<file path="src/rtl/isa_pkg.sv">
// Shared ISA definitions for the fetch stage and the control unit:
// instruction classes, the idle code word, fetch state encoding.
package isa_pkg;

    localparam int ISA_INSTR_W = 24;

    localparam logic [1:0] CLS_ALU = 2'b00;
    localparam logic [1:0] CLS_IMM = 2'b01;
    localparam logic [1:0] CLS_MEM = 2'b10;
    localparam logic [1:0] CLS_BR  = 2'b11;

    // Class 00 with alu=6'b111111: decodes as a harmless no-op.
    localparam logic [ISA_INSTR_W-1:0] NOP_CODE = 24'h0003F0;

    typedef enum logic [1:0] {
        FS_IDLE    = 2'd0,
        FS_FETCH   = 2'd1,
        FS_WAIT_BR = 2'd2
    } fetch_state_e;

    function automatic logic [1:0] instr_class(input logic [ISA_INSTR_W-1:0] instr);
        return instr[ISA_INSTR_W-1 -: 2];
    endfunction

endpackage

</file>
<file path="src/rtl/fetch_skid_buf.sv">
// One-entry holding register for a fetched word and its address.
// A push on the same edge as a pop replaces the entry and keeps it valid.
module fetch_skid_buf #(
    parameter int W = 32
) (
    input  logic         clk,
    input  logic         rst_n,
    input  logic         push,
    input  logic         pop,
    input  logic [W-1:0] din,
    output logic         valid,
    output logic [W-1:0] dout
);

    always_ff @(posedge clk or negedge rst_n) begin
        if (!rst_n) begin
            valid <= 1'b0;
            dout  <= '0;
        end else if (push) begin
            valid <= 1'b1;
            dout  <= din;
        end else if (pop) begin
            valid <= 1'b0;
        end
    end

endmodule

</file>
<file path="src/rtl/instr_fetch.sv">
// Instruction fetch/issue stage: PC, synchronous imem reads, one-entry skid,
// valid/stall handoff to decode, and fetch freeze behind a branch word.
module instr_fetch
    import isa_pkg::*;
#(
    parameter int                 ADDR_W   = 8,
    parameter int                 INSTR_W  = 24,
    parameter logic [ADDR_W-1:0]  RESET_PC = '0,
    parameter logic [INSTR_W-1:0] NOP_CODE = isa_pkg::NOP_CODE
) (
    input  logic               clk,
    input  logic               rst_n,
    output logic               imem_en,
    output logic [ADDR_W-1:0]  imem_addr,
    input  logic [INSTR_W-1:0] imem_data,
    output logic [INSTR_W-1:0] code,
    output logic               code_valid,
    output logic [ADDR_W-1:0]  code_pc,
    input  logic               stall,
    input  logic               br_resolve,
    input  logic               br_taken,
    input  logic [ADDR_W-1:0]  br_target
);

    // Handshake: decode takes the word on code/code_pc at a rising edge where
    // code_valid=1 and stall=0; code stays stable while stall=1.

    fetch_state_e               state;
    logic [ADDR_W-1:0]          pc;
    logic                       inflight;
    logic                       br_accepted;

    logic                       skid_valid;
    logic [INSTR_W+ADDR_W-1:0]  skid_dout;

    logic                       ret_is_br;
    logic                       accept;
    logic                       slot_free;
    logic                       load_from_skid;
    logic                       skid_push;
    logic                       issue;
    logic                       resolve;
    logic [ADDR_W-1:0]          ret_pc;

    // pc only moves on issue or resolve, and resolve never overlaps a read,
    // so the returning word always belongs to pc-1.
    assign ret_pc         = pc - ADDR_W'(1);
    assign ret_is_br      = inflight && (instr_class(imem_data) == CLS_BR);
    assign accept         = code_valid && !stall;
    assign slot_free      = !code_valid || accept;
    assign load_from_skid = accept && skid_valid;
    assign skid_push      = inflight && (!slot_free || load_from_skid);
    assign issue          = (state == FS_FETCH) && !skid_valid && !stall && !ret_is_br;
    assign resolve        = (state == FS_WAIT_BR) && br_accepted && br_resolve;

    assign imem_en   = issue;
    assign imem_addr = pc;

    fetch_skid_buf #(.W(INSTR_W + ADDR_W)) u_skid (
        .clk   (clk),
        .rst_n (rst_n),
        .push  (skid_push),
        .pop   (load_from_skid),
        .din   ({imem_data, ret_pc}),
        .valid (skid_valid),
        .dout  (skid_dout)
    );

    always_ff @(posedge clk or negedge rst_n) begin
        if (!rst_n) begin
            state       <= FS_IDLE;
            pc          <= RESET_PC;
            inflight    <= 1'b0;
            br_accepted <= 1'b0;
            code        <= NOP_CODE;
            code_valid  <= 1'b0;
            code_pc     <= '0;
        end else begin
            inflight <= issue;

            if (issue) begin
                pc <= pc + ADDR_W'(1);
            end else if (resolve && br_taken) begin
                pc <= br_target;
            end

            case (state)
                FS_IDLE:    state <= FS_FETCH;
                FS_FETCH:   if (ret_is_br) state <= FS_WAIT_BR;
                FS_WAIT_BR: if (resolve) state <= FS_FETCH;
                default:    state <= FS_IDLE;
            endcase

            if (resolve) begin
                br_accepted <= 1'b0;
            end else if (state == FS_WAIT_BR && accept && instr_class(code) == CLS_BR) begin
                br_accepted <= 1'b1;
            end

            if (load_from_skid) begin
                code       <= skid_dout[INSTR_W+ADDR_W-1:ADDR_W];
                code_pc    <= skid_dout[ADDR_W-1:0];
                code_valid <= 1'b1;
            end else if (inflight && slot_free) begin
                code       <= imem_data;
                code_pc    <= ret_pc;
                code_valid <= 1'b1;
            end else if (accept) begin
                code       <= NOP_CODE;
                code_valid <= 1'b0;
            end
        end
    end

endmodule

</file>
<file path="config.mk">
export PLATFORM = sky130hd
export DESIGN_NAME = instr_fetch
export DESIGN_NICKNAME = d
export VERILOG_FILES = /design/src/rtl/isa_pkg.sv /design/src/rtl/fetch_skid_buf.sv /design/src/rtl/instr_fetch.sv
export SDC_FILE = /design/constraint.sdc
export NUM_CORES = 1
export LEC_CHECK = 0
export ABC_AREA = 0
export CORE_MARGIN = 8
export CORE_UTILIZATION = 53
export CTS_BUF_LIST = sky130_fd_sc_hd__clkbuf_8 sky130_fd_sc_hd__clkbuf_16
export DETAILED_ROUTE_END_ITERATION = 12
export GPL_TIMING_DRIVEN = 0
export PLACE_DENSITY = 0.93
export SYNTH_ARGS = -nofsm -noshare
export SYNTH_HDL_FRONTEND = slang
export SYNTH_SLANG_ARGS = --single-unit
</file>
<file path="constraint.sdc">
create_clock -name clk -period 5.6 [get_ports clk]
set_clock_uncertainty 0.2 [all_clocks]
set_input_delay 1.4 -clock clk [delete_from_list [all_inputs] [get_ports clk]]
set_output_delay 1.4 -clock clk [all_outputs]
set_load 0.1 [all_outputs]
</file>
# ---- After elaboration in Yosys (flattened, before gate mapping)
# Index checks and enable logic that the tools add are counted.
dict set report op_classes {
  n_eq_ne 6
  reduce_logical 27
  add_sub_neg 2
  muxes 17
}
# cell n
set op_table {}
lappend op_table {{two-way mux 24 bit} 3}
lappend op_table {{two-way mux 8 bit} 4}
lappend op_table {{logical AND 1 bit} 13}
lappend op_table {{adder 8 x 1 -> 8 bit (second input constant)} 1}
lappend op_table {{nonzero test 2 bit} 4}
lappend op_table {{subtractor 8 x 1 -> 8 bit (second input constant)} 1}
lappend op_table {{two-way mux 1 bit} 7}
lappend op_table {{== test 2 bit (second input constant)} 3}
lappend op_table {{one-hot mux 2 bit (3 select lines)} 1}
lappend op_table {{zero test 1 bit} 5}
lappend op_table {{two-way mux 2 bit} 2}
lappend op_table {{!= test 2 bit (second input constant)} 2}
lappend op_table {{nonzero test 3 bit} 1}
lappend op_table {{== test 2 x 1 -> 1 bit (second input constant)} 1}
lappend op_table {{zero test 2 bit} 1}
lappend op_table {{logical OR 1 bit} 2}
lappend op_table {{AND reduction 2 bit} 1}
dict set report totals {
  elab_cells 61
  out_inout_bits 42
  reg_bits 78
  inputBits 37
}

# ---- Depth between registers and ports, before layout
dict set report depth {
  ltp_word 7
  ltp_mapped 7
}

# ---- Hierarchy
# From an unflattened synthesis, not the netlist that was laid out.
dict set report unflattened {
  cells_unflattened 285
  area_unflattened_um2 3545.9
}
# mod area_per_inst_um2 cells_each seq_area_each_um2 n_inst
set modules_own_cells {}
lappend modules_own_cells {instr_fetch 2168.3 214 1133.6 1}
lappend modules_own_cells {fetch_skid_buf 1377.6 71 825.8 1}

# ---- Worst setup path after synthesis
# OpenSTA, ideal clock, no wires.
dict set report synth_path {
  path_type {input-to-output}
  start {input stall}
  end {output imem_en}
  setup_slack_ns 1.707
  arrival_ns 2.293
  required_time_ns 4.000
  stages 3
  cell_sequence {or4b_4 nand2b_4 clkinv_4}
}
dict set report synth_via {
  elab_chain_cells 3
}
# element line
set synth_lines {}
lappend synth_lines {{start, declared} instr_fetch.sv:19} ;# input logic stall,
lappend synth_lines {{zero test 1 bit} instr_fetch.sv:53} ;# assign issue = (state == FS_FETCH) && !skid_valid && !stall && !ret_is_br;
lappend synth_lines {{logical AND 1 bit (2 in series)} instr_fetch.sv:53}
lappend synth_lines {{end, declared} instr_fetch.sv:13} ;# output logic imem_en,
# Every way passes these cells.

# ---- Final worst setup path
# Ends and elaborated chain as after synthesis.

==> flow_metrics.env <==
export IMPL_area_growth_pct=33.7
export IMPL_rsz0062_at_grt="no"
export IMPL_via_per_inst=5.77
export IMPL_io_pins=79
export IMPL_crit_type="primary input to output port"
export IMPL_rows=29
export IMPL_fin_util_pct=72.1
export IMPL_ant_nets=0
export IMPL_synth_edf_count=0
export IMPL_drive_gt1_share_pct=16.9
export IMPL_slew_headroom_pct=31.9
export IMPL_portBuffers=78
export IMPL_synth_cell_types=47
export IMPL_vias=2666
export IMPL_drtPass1Iterations=7
export IMPL_cts_buffer_depth=2
export IMPL_seq_area_frac_synth_pct=57.9
export IMPL_startpoint_type="primary input"
export IMPL_p_total_w=0.00110
export IMPL_period_needed_ns=5.15
export IMPL_cts_tree="done"
export IMPL_grt_ovfl_total=0
export IMPL_die_x_um=95.9
export IMPL_leakagePower_nw=2.17
export IMPL_synth_area_sq_mm=0.00339
export IMPL_track_usage_pct=19.5
export IMPL_die_h_um=95.9
export IMPL_critical_path_max_fanout=8
export IMPL_grt_pass1_vias=2869
export IMPL_antenna_found_initial=0
export IMPL_yosys_top_cells_area="dfrtp_1 (53%), mux2_2 (8.3%), a222oi_1 (4.7%)"
export IMPL_gp_congestion=0.851
export IMPL_cts_made_buffers=9
export IMPL_fin_crit_sh_pct=92.0
export IMPL_yosysTopAreaCellShare_pct=53.2
export IMPL_ys_seq_elements=78
export IMPL_cp_required_ns=4.00
export IMPL_hp_class="register to register"
export IMPL_fin_nets=420
export IMPL_hold_violations=0
export IMPL_outcome="finished, final reports clean"
export IMPL_netlist_top_cells_count="dfrtp_1 (72), mux2_2 (25), inv_1 (22), nor2_1 (22), o21ai_0 (20)"
export IMPL_grt_max_degree=51
export IMPL_cp_end_kind="output port"
export IMPL_grt_pass1_wl_um=13900
export IMPL_antennaDiodeCount=0
export IMPL_drc=0
export IMPL_cts_root_buffer="clkbuf_8"
export IMPL_power_density_mw_per_mm2=244
export IMPL_syn_inst=291
export IMPL_crit_arrival_ns=3.55
export IMPL_ys_flop_type="dfrtp_1"
export IMPL_ys_warnings_count=0
export IMPL_clock_latency_ns=0.35
export IMPL_hold_slack_ns=0.287
export IMPL_wl_per_cell_um=18.4
export IMPL_drv_slew=0
export IMPL_async_flop_share_pct=100
export IMPL_core_area_sq_mm=0.00628
export IMPL_synth_nets=330
export IMPL_fmax_mhz=194
export IMPL_htree_levels=3
export IMPL_hpwl_um=6120
export IMPL_post_cts_setup_buffer_count=0
export IMPL_drv_cap=0
export IMPL_worst_pin_slew_ns=1.02
export IMPL_drt_initial_drc_count=197
export IMPL_postSynthAreaPerCell_sq_um=11.6
export IMPL_finalSetupViolCount=0
export IMPL_routed_wl_um=8510
export IMPL_synth_most_common_cell="dfrtp_1"
export IMPL_die_area_sq_mm=0.00920
export IMPL_synth_largest_area_cell="dfrtp_1"
export IMPL_clkSinkCount=78
export IMPL_clkTransAtPathRegs_ns=0.07
export IMPL_ir_drop_mv=0.148
export IMPL_tns_ns=0
export IMPL_initial_core_util_pct=54.0
==> layer usage <==
metal	global-route usage (%)	share of wire, %
met1	22.2	39
met2	33.0	52
met3	6.16	7.8
met4	9.09	1.9
met5	0	0
==> area by class of cell <==
| cell class | count | area, sq um |
|---|---|---|
| clock inverters | 6 | 111 |
| repair buffers | 79 | 808 |
| fillers | 443 | 1750 |
| plain buffers | 17 | 80.1 |
| well taps | 77 | 96.3 |
| multi-input cells | 173 | 1260 |
| inverters | 23 | 91.3 |
| flip-flops and latches | 78 | 1960 |
| clock buffers | 9 | 124 |
==> layout by cell type (no fill, tap or decap), drive strengths merged, types with 16 or more instances in the layout <==
master	count
dfrtp	72
mux2	26
o21ai	20
nand2	18
clkdlybuf4s50	76
clkbuf	18
a222oi	16
inv	22
nor2	22
==> cells by family after synthesis <==
logic type / Yosys count / share of synthesized area, %
flip-flops: 78 / 57.9
adder cells (fa/ha/maj): 2 / 0.739
XOR/XNOR: 6 / 1.55
buffers and inverters: 40 / 5.06
AND/OR/NAND/NOR: 69 / 11.0
multiplexers: 26 / 8.75
AO/OA/AOI/OAI: 70 / 15.0
==> power by group <==
| group | internal [W] | switching [W] |
|---|---|---|
| combinational | 0.0000244 | 0.0000183 |
| sequential | 0.000563 | 0 |
| clock | 0.000293 | 0.000204 |
| total | 0.000881 | 0.000222 |
==> critical path, cell delays in order <==
cell and delay (ns):
clkdlybuf4s50_1 0.54, or4b_4 0.59, nand2b_4 0.19, clkinv_4 0.09, dlymetal6s2s_1 0.75
==> final timing paths <==
check,slack [ns],cells past startpoint,start,end
setup / recovery,0.45,5,stall,imem_en
hold / removal,0.29,2,u_skid.dout[6]$_DFFE_PN0P_,u_skid.dout[6]$_DFFE_PN0P_
setup reg to reg,3.49,7,code_valid$_DFFE_PN0P_,code[20]$_DFFE_PN0P_
hold reg to reg,0.29,2,u_skid.dout[6]$_DFFE_PN0P_,u_skid.dout[6]$_DFFE_PN0P_
max in group asynchronous,3.87,2,rst_n,code[0]$_DFFE_PN0P_
min in group asynchronous,0.76,1,rst_n,imem_addr[5]$_DFFE_PN0P_
==> state kept, by name, indices dropped and copies added, names as in the netlist <==
| name | cells |
|---|---|
| imem_addr | 8 |
| br_accepted | 1 |
| u_skid.valid | 1 |
| code_pc | 8 |
| inflight | 1 |
| state | 2 |
| u_skid.dout | 32 |
| code | 24 |
| code_valid | 1 |
==> repair_timing <==
| item | in CTS | in global routing |
|---|---|---|
| resized for setup | 0 | 1 |
| hold buffers | 0 | 0 |
| hold endpoints to repair | 0 | 0 |
| endpoints found under the setup margin | 0 | 1 |
==> metrics by stage <==
stage	instance area (sq um)	std cells	setup WS (ns)
2_1_floorplan	3390	291	1.71
3_3_place_gp	4260	446	0.0852
3_5_place_dp	4290	447	0.0735
4_1_cts	4520	462	0.0598
5_1_grt	4530	462	0.373
6_report	4530	462	0.450
(Power assumes the default switching activity.)
